===== src/rtl/fetch_unit.sv =====
// fetch_unit: sequential instruction fetch stage. Issues word-aligned requests,
// buffers in-order responses in a small prefetch FIFO and presents {pc, inst}
// to the decoder. A redirect flushes buffered entries and drops in-flight ones.
module fetch_unit #(
    parameter int unsigned     XLEN     = 32,
    parameter logic [XLEN-1:0] RESET_PC = 32'h0000_0000,
    parameter int unsigned     DEPTH    = 2
) (
    input  logic            clk,
    input  logic            rst,
    output logic            imem_req_valid,
    input  logic            imem_req_ready,
    output logic [XLEN-1:0] imem_req_addr,
    input  logic            imem_rsp_valid,
    input  logic [XLEN-1:0] imem_rsp_data,
    output logic            inst_valid,
    input  logic            inst_ready,
    output logic [XLEN-1:0] inst_pc,
    output logic [XLEN-1:0] inst_data,
    input  logic            redirect_valid,
    input  logic [XLEN-1:0] redirect_pc
);
    localparam int unsigned     CW           = $clog2(DEPTH + 1);
    localparam int unsigned     PW           = (DEPTH > 1) ? $clog2(DEPTH) : 1;
    localparam logic [CW-1:0]   CNT_ZERO     = {CW{1'b0}};
    localparam logic [CW-1:0]   CNT_ONE      = CW'(1'b1);
    localparam logic [CW:0]     CREDIT_LIMIT = (CW+1)'(DEPTH);
    localparam logic [PW-1:0]   PTR_ZERO     = {PW{1'b0}};
    localparam logic [PW-1:0]   PTR_ONE      = PW'(1'b1);
    localparam logic [PW-1:0]   PTR_LAST     = PW'(DEPTH - 1);
    localparam logic [XLEN-1:0] PC_STEP      = XLEN'(3'd4);
    localparam logic [XLEN-1:0] ALIGN_MASK   = ~XLEN'(2'b11);

    // Architectural state
    logic [XLEN-1:0] pc_r;
    logic [XLEN-1:0] rsp_pc_r;
    logic [CW-1:0]   outstanding_r;
    logic [CW-1:0]   count_r;
    logic [CW-1:0]   discard_r;
    logic [PW-1:0]   rd_ptr_r;
    logic [PW-1:0]   wr_ptr_r;
    logic [XLEN-1:0] fifo_pc_r   [DEPTH];
    logic [XLEN-1:0] fifo_data_r [DEPTH];

    // Per-cycle decode
    logic            inst_valid_s;
    logic            req_valid_s;
    logic            pop_s;
    logic            push_s;
    logic            rsp_ok_s;
    logic            req_fire_s;
    logic [CW:0]     credit_sum_s;
    logic [CW-1:0]   outstanding_nxt_s;
    logic [XLEN-1:0] redirect_target_s;

    // Circular pointer advance for a FIFO whose depth need not be a power of two.
    function automatic logic [PW-1:0] next_ptr(input logic [PW-1:0] ptr);
        return (ptr == PTR_LAST) ? PTR_ZERO : (ptr + PTR_ONE);
    endfunction

    // Handshake decode: the slot being popped this cycle already counts as free
    // credit, which is what lets a 2-entry FIFO sustain one instruction per cycle.
    always_comb begin
        inst_valid_s      = (count_r != CNT_ZERO) && !redirect_valid && !rst;
        pop_s             = inst_valid_s && inst_ready;
        credit_sum_s      = {1'b0, outstanding_r} + {1'b0, count_r}
                            - (pop_s ? {1'b0, CNT_ONE} : {(CW+1){1'b0}});
        req_valid_s       = !rst && !redirect_valid && (credit_sum_s < CREDIT_LIMIT);
        req_fire_s        = req_valid_s && imem_req_ready;
        rsp_ok_s          = imem_rsp_valid && (outstanding_r != CNT_ZERO) && !rst;
        push_s            = rsp_ok_s && !redirect_valid && (discard_r == CNT_ZERO);
        redirect_target_s = redirect_pc & ALIGN_MASK;
        case ({req_fire_s, rsp_ok_s})
            2'b10:   outstanding_nxt_s = outstanding_r + CNT_ONE;
            2'b01:   outstanding_nxt_s = outstanding_r - CNT_ONE;
            default: outstanding_nxt_s = outstanding_r;
        endcase
    end

    assign imem_req_valid = req_valid_s;
    assign imem_req_addr  = pc_r;
    assign inst_valid     = inst_valid_s;
    assign inst_pc        = fifo_pc_r[rd_ptr_r];
    assign inst_data      = fifo_data_r[rd_ptr_r];

    // Fetch PC, credit counters and FIFO pointers; redirect flushes and arms discard.
    always_ff @(posedge clk) begin
        if (rst) begin
            pc_r          <= RESET_PC;
            rsp_pc_r      <= RESET_PC;
            outstanding_r <= CNT_ZERO;
            count_r       <= CNT_ZERO;
            discard_r     <= CNT_ZERO;
            rd_ptr_r      <= PTR_ZERO;
            wr_ptr_r      <= PTR_ZERO;
        end else if (redirect_valid) begin
            pc_r          <= redirect_target_s;
            rsp_pc_r      <= redirect_target_s;
            outstanding_r <= outstanding_nxt_s;
            discard_r     <= outstanding_nxt_s;
            count_r       <= CNT_ZERO;
            rd_ptr_r      <= PTR_ZERO;
            wr_ptr_r      <= PTR_ZERO;
        end else begin
            outstanding_r <= outstanding_nxt_s;
            if (req_fire_s) begin
                pc_r <= pc_r + PC_STEP;
            end
            if (rsp_ok_s && (discard_r != CNT_ZERO)) begin
                discard_r <= discard_r - CNT_ONE;
            end
            if (push_s) begin
                rsp_pc_r <= rsp_pc_r + PC_STEP;
                wr_ptr_r <= next_ptr(wr_ptr_r);
            end
            if (pop_s) begin
                rd_ptr_r <= next_ptr(rd_ptr_r);
            end
            case ({push_s, pop_s})
                2'b10:   count_r <= count_r + CNT_ONE;
                2'b01:   count_r <= count_r - CNT_ONE;
                default: count_r <= count_r;
            endcase
        end
    end

    // Prefetch FIFO storage: each accepted response is written with its PC.
    always_ff @(posedge clk) begin
        if (rst) begin
            for (int unsigned i = 0; i < DEPTH; i++) begin
                fifo_pc_r[i]   <= {XLEN{1'b0}};
                fifo_data_r[i] <= {XLEN{1'b0}};
            end
        end else if (push_s) begin
            fifo_pc_r[wr_ptr_r]   <= rsp_pc_r;
            fifo_data_r[wr_ptr_r] <= imem_rsp_data;
        end
    end

endmodule


===== config.mk =====
export PLATFORM = sky130hd
export DESIGN_NAME = fetch_unit
export DESIGN_NICKNAME = d
export VERILOG_FILES = /design/src/rtl/fetch_unit.sv
export SDC_FILE = /design/constraint.sdc
export NUM_CORES = 1
export LEC_CHECK = 0
export BUFFER_PORTS_ARGS = -buffer_cell sky130_fd_sc_hd__buf_2
export CORE_MARGIN = 2
export CORE_UTILIZATION = 46
export DETAILED_ROUTE_END_ITERATION = 7
export GPL_TIMING_DRIVEN = 0
export PLACE_DENSITY = 0.73
export SKIP_LAST_GASP = 1
export SLEW_MARGIN = 20
export SYNTH_ARGS = -nofsm -noshare
export SYNTH_HDL_FRONTEND = slang
export SYNTH_SLANG_ARGS = --single-unit

===== constraint.sdc =====
create_clock -name clk -period 5.7 [get_ports clk]
set_clock_uncertainty 0.2 [all_clocks]
set_input_delay 0.57 -clock clk [delete_from_list [all_inputs] [get_ports clk]]
set_output_delay 0.57 -clock clk [all_outputs]
set_load 0.02 [all_outputs]

==> results.txt <==
- The flow ran to the end, and the final reports show no timing, DRC or antenna violations.
- Number of placed cells counting well taps: 1,251
* Multi-input logic area: 3880 um^2
* Routed vias: 6,999
* HPWL after detailed placement: 16,700 um
- From bottom edge to top edge, the die measures 146 um.
- Hold buffers post-CTS: 0
* Post-CTS Setup Inserts: 0
- In this run the worst path has a maximum fanout of 10.
- Number of gates resized after cts: 0
- Antenna violations before repair: 0
- Diode insertion count for antenna repair: 0
- Cell types with the highest counts after synthesis: edfxtp_1, and3_1, dfxtp_1, mux2_2, and2_1
- Critical Path Start: rst
- For the pin with the worst max-slew slack, the measured transition is 0.743 ns.
- For this design the static power due to leakage is 4.54 nW.
- Of the synthesized area, sequential elements account for 0.547.
* Insertion delay of the later-clocked pin in the worst-skew pair: 0.44 ns
- Number of setup violations in the final report: 0
* Yosys cell types: 68
* Most used flip-flop cell after synthesis: edfxtp_1
- The worst setup path is of the primary input to flop kind.
* Register-to-register setup slack: 1.55 ns
- Level count of the clock H-tree: 4
* Initial drt markers: 452
* Crit. End Element: flop
- Counting cells, the worst reg-to-reg path comes to 16.
- Gate count of the mapped netlist: 816
- Area added between synthesis and finish: 18.9%
* Number of global-route vias before repair: 6,677
* Endpoint required time on the critical path: 5.88 ns
- Non-Filler Cell Area, Final: 11,100 um^2
* Worst setup SP type: primary input
* Maximum number of pins on one net before global-route repair: 51
- Number of antenna-violating nets in the routed design: 0
* Number of enable flip-flop cells after synthesis: 124
- Final Critical Period: 4.44 ns
* Global-route wire length before repair: 37,000 um
- WL/cell: 18.3 um
- Util after Layout: 0.553
- The synthesized design spends more area on one cell type than any other, namely edfxtp_1.
- The worst-case IR drop observed on VDD is 220 uV.
- Destination of the worst register-to-register timing path: discard_r[1]$_SDFFE_PP0P_
- Final critical-path share of the clock period: 0.780
* Total Routing Usage GR: 0.221
* Count of placed standard cells in the final layout, fillers left out: 1,282
* Nets: 1,078
- Dividing total power by cell area gives a power density of 273 nW/um^2.
- Cell area after placement: 10,500 um^2
- Counting the fill cells in the layout gives 1,802.
- FF+latch count, synth: 193
- The floorplan step set the die width to 146 um.
- Data on the critical path arrives at its endpoint at 4.62 ns.
- Initial standard-cell utilization of the core: 0.465
- Reg-to-reg critical path startpoint: count_r[0]$_SDFFE_PP0P_
* Ratio of routed vias to standard cells: 5.46
- The most common cell in the synthesized netlist is edfxtp_1.
* Clock root buffer: clkbuf_16
- Capture point of the critical path: discard_r[1]$_SDFFE_PP0P_
- The number of max-slew violations in the final report is 0.
- No sink is reached through more buffers than the 2 on the longest clock path.
- Fraction of synthesized cell area taken by the top area cell type: 0.399
- Worst slew slack as a fraction of its limit: 0.505
* Upper clock frequency limit: 225 MHz
- Per-instance average area after synthesis: 11.4 um^2
* Leading post-synthesis cells by cell area: edfxtp_1, dfxtp_1, mux2_2, and3_1, and2_1
* Placer congestion estimate: 0.901
- Clock slew seen by the registers of the worst setup and hold paths: 0.07 ns
* Asr flop ratio synth: 0
* Number of clock sinks: 193
* Final WL: 23,500 um
- Total Power Consumption: 0.00303 W
- Residual DRC: 0
- Core outline area: 20,000 um^2
- For this run, the detailed router's first-pass iteration total came to 7.
- Total clock buffers created by CTS: 17
- TritonCTS clock tree: yes
- The hold violation count in the final report is 0.
- Area taken by flip-flops and latches: 5100 um^2
* Unrepaired setup endpoints after global routing: false
* Overflow left after global routing: 0
* Setup tns final: 0 ns
* Classification of the worst-slack hold path: primary input to flop
- Floorplan row count: 52
* Die Area: 21,400 um^2
- Max-cap violations in this run came to 0.
- Summing every instance area after synthesis gives 9330 um^2.
- I/O pin count: 168
- IO buf count: 160
* Share of layout cells above drive strength 1: 0.293
- Count of warnings emitted by yosys: 0
==> power by group <==
| group | internal, W | total (W) | switching [W] |
|---|---|---|---|
| logic | 0.000108 | 0.000289 | 0.000180 |
| registers | 0.00155 | 0.00160 | 0.0000509 |
| clock network | 0.000609 | 0.00115 | 0.000537 |
==> kinds of logic after synthesis <==
family	synth area share
flip-flops	0.547
AO/OA/AOI/OAI	0.0797
buffers and inverters	0.0388
XOR/XNOR	0.0460
adder cells (fa/ha/maj)	0.0115
multiplexers	0.0772
other	0.000402
AND/OR/NAND/NOR	0.199
==> critical path, cell delays in order <==
cell	delay (ns)
buf_2	0.17
nor2_1	0.14
buf_2	0.26
a21boi_0	0.25
and2_1	0.23
ha_1	0.25
nand2b_1	0.15
fa_1	0.37
xor2_1	0.17
and4_1	0.21
buf_2	0.18
inv_1	0.11
buf_2	0.25
buf_2	0.32
ha_1	0.32
or3_1	0.35
a21oi_1	0.18
o22a_1	0.14
==> sequential cells by signal, summed over array words and instances (netlist names), named ones only <==
name           cells
rsp_pc_r          30
fifo_data_r       64
count_r            2
discard_r          2
wr_ptr_r           1
imem_req_addr     30
rd_ptr_r           1
outstanding_r      2
fifo_pc_r         60
==> cell usage in the layout (no fill, tap or decap), types with 4 or more instances in the layout <==
cell	netlist	routed
nand4_1	15	15
mux2_2	63	63
a21boi_0	9	9
nand2_1	37	37
inv_6	0	5
a21oi_1	20	20
o21ai_0	11	11
clkbuf_1	42	43
inv_1	19	19
a32oi_1	4	4
nor3_1	22	22
edfxtp_1	124	124
clkbuf_16	0	17
buf_2	12	172
and3_1	71	71
a22oi_1	6	6
xnor2_1	25	25
nand3_1	21	21
a211oi_1	12	12
or3_1	7	7
ha_1	7	7
buf_4	4	4
o22ai_1	13	13
and2_1	61	61
nor4_4	4	4
nor2_1	36	36
dfxtp_1	69	69
conb_1	1	4
a31oi_1	14	14
xor2_1	24	24
==> metrics by stage <==
| step | hold WS, ns | setup slack [ns] |
|---|---|---|
| after detailed placement | 0.326 | 0.784 |
| final | 0.182 | 1.26 |
| after CTS | 0.172 | 1.23 |
| after global routing | 0.183 | 0.952 |
| after floorplan | 0.285 | 0.991 |
| after global placement | 0.317 | 0.798 |
==> worst min path at each step <==
stage                           startpoint                        endpoint  cells after the start  slack (ns)
4_1_cts                    redirect_pc[28]  imem_req_addr[28]$_SDFFE_PP0P_                      3        0.17
6_report                   redirect_pc[28]  imem_req_addr[28]$_SDFFE_PP0P_                      3        0.18
2_1_floorplan  outstanding_r[1]$_SDFF_PP0_     outstanding_r[1]$_SDFF_PP0_                      2        0.29
3_5_place_dp   outstanding_r[1]$_SDFF_PP0_     outstanding_r[1]$_SDFF_PP0_                      2        0.33
3_3_place_gp   outstanding_r[1]$_SDFF_PP0_     outstanding_r[1]$_SDFF_PP0_                      2        0.32
5_1_grt                    redirect_pc[27]       rsp_pc_r[27]$_SDFFE_PP0P_                      2        0.18
==> metal layers <==
layer	global-route usage	routed length, um
met1	0.314	10500
met5	0	0
met4	0.0510	187
met3	0.0428	1840
met2	0.353	11000
==> layout make-up <==
| class | count | share of cell area |
|---|---|---|
| Buffer | 64 | 0.0258 |
| Clock buffer | 18 | 0.0387 |
| Clock inverter | 13 | 0.0115 |
| Inverter | 20 | 0.00677 |
| Multi-Input combinational cell | 542 | 0.350 |
| Sequential cell | 193 | 0.460 |
| Tap cell | 270 | 0.0305 |
| Timing Repair Buffer | 162 | 0.0765 |
(Power assumes the default switching activity.)
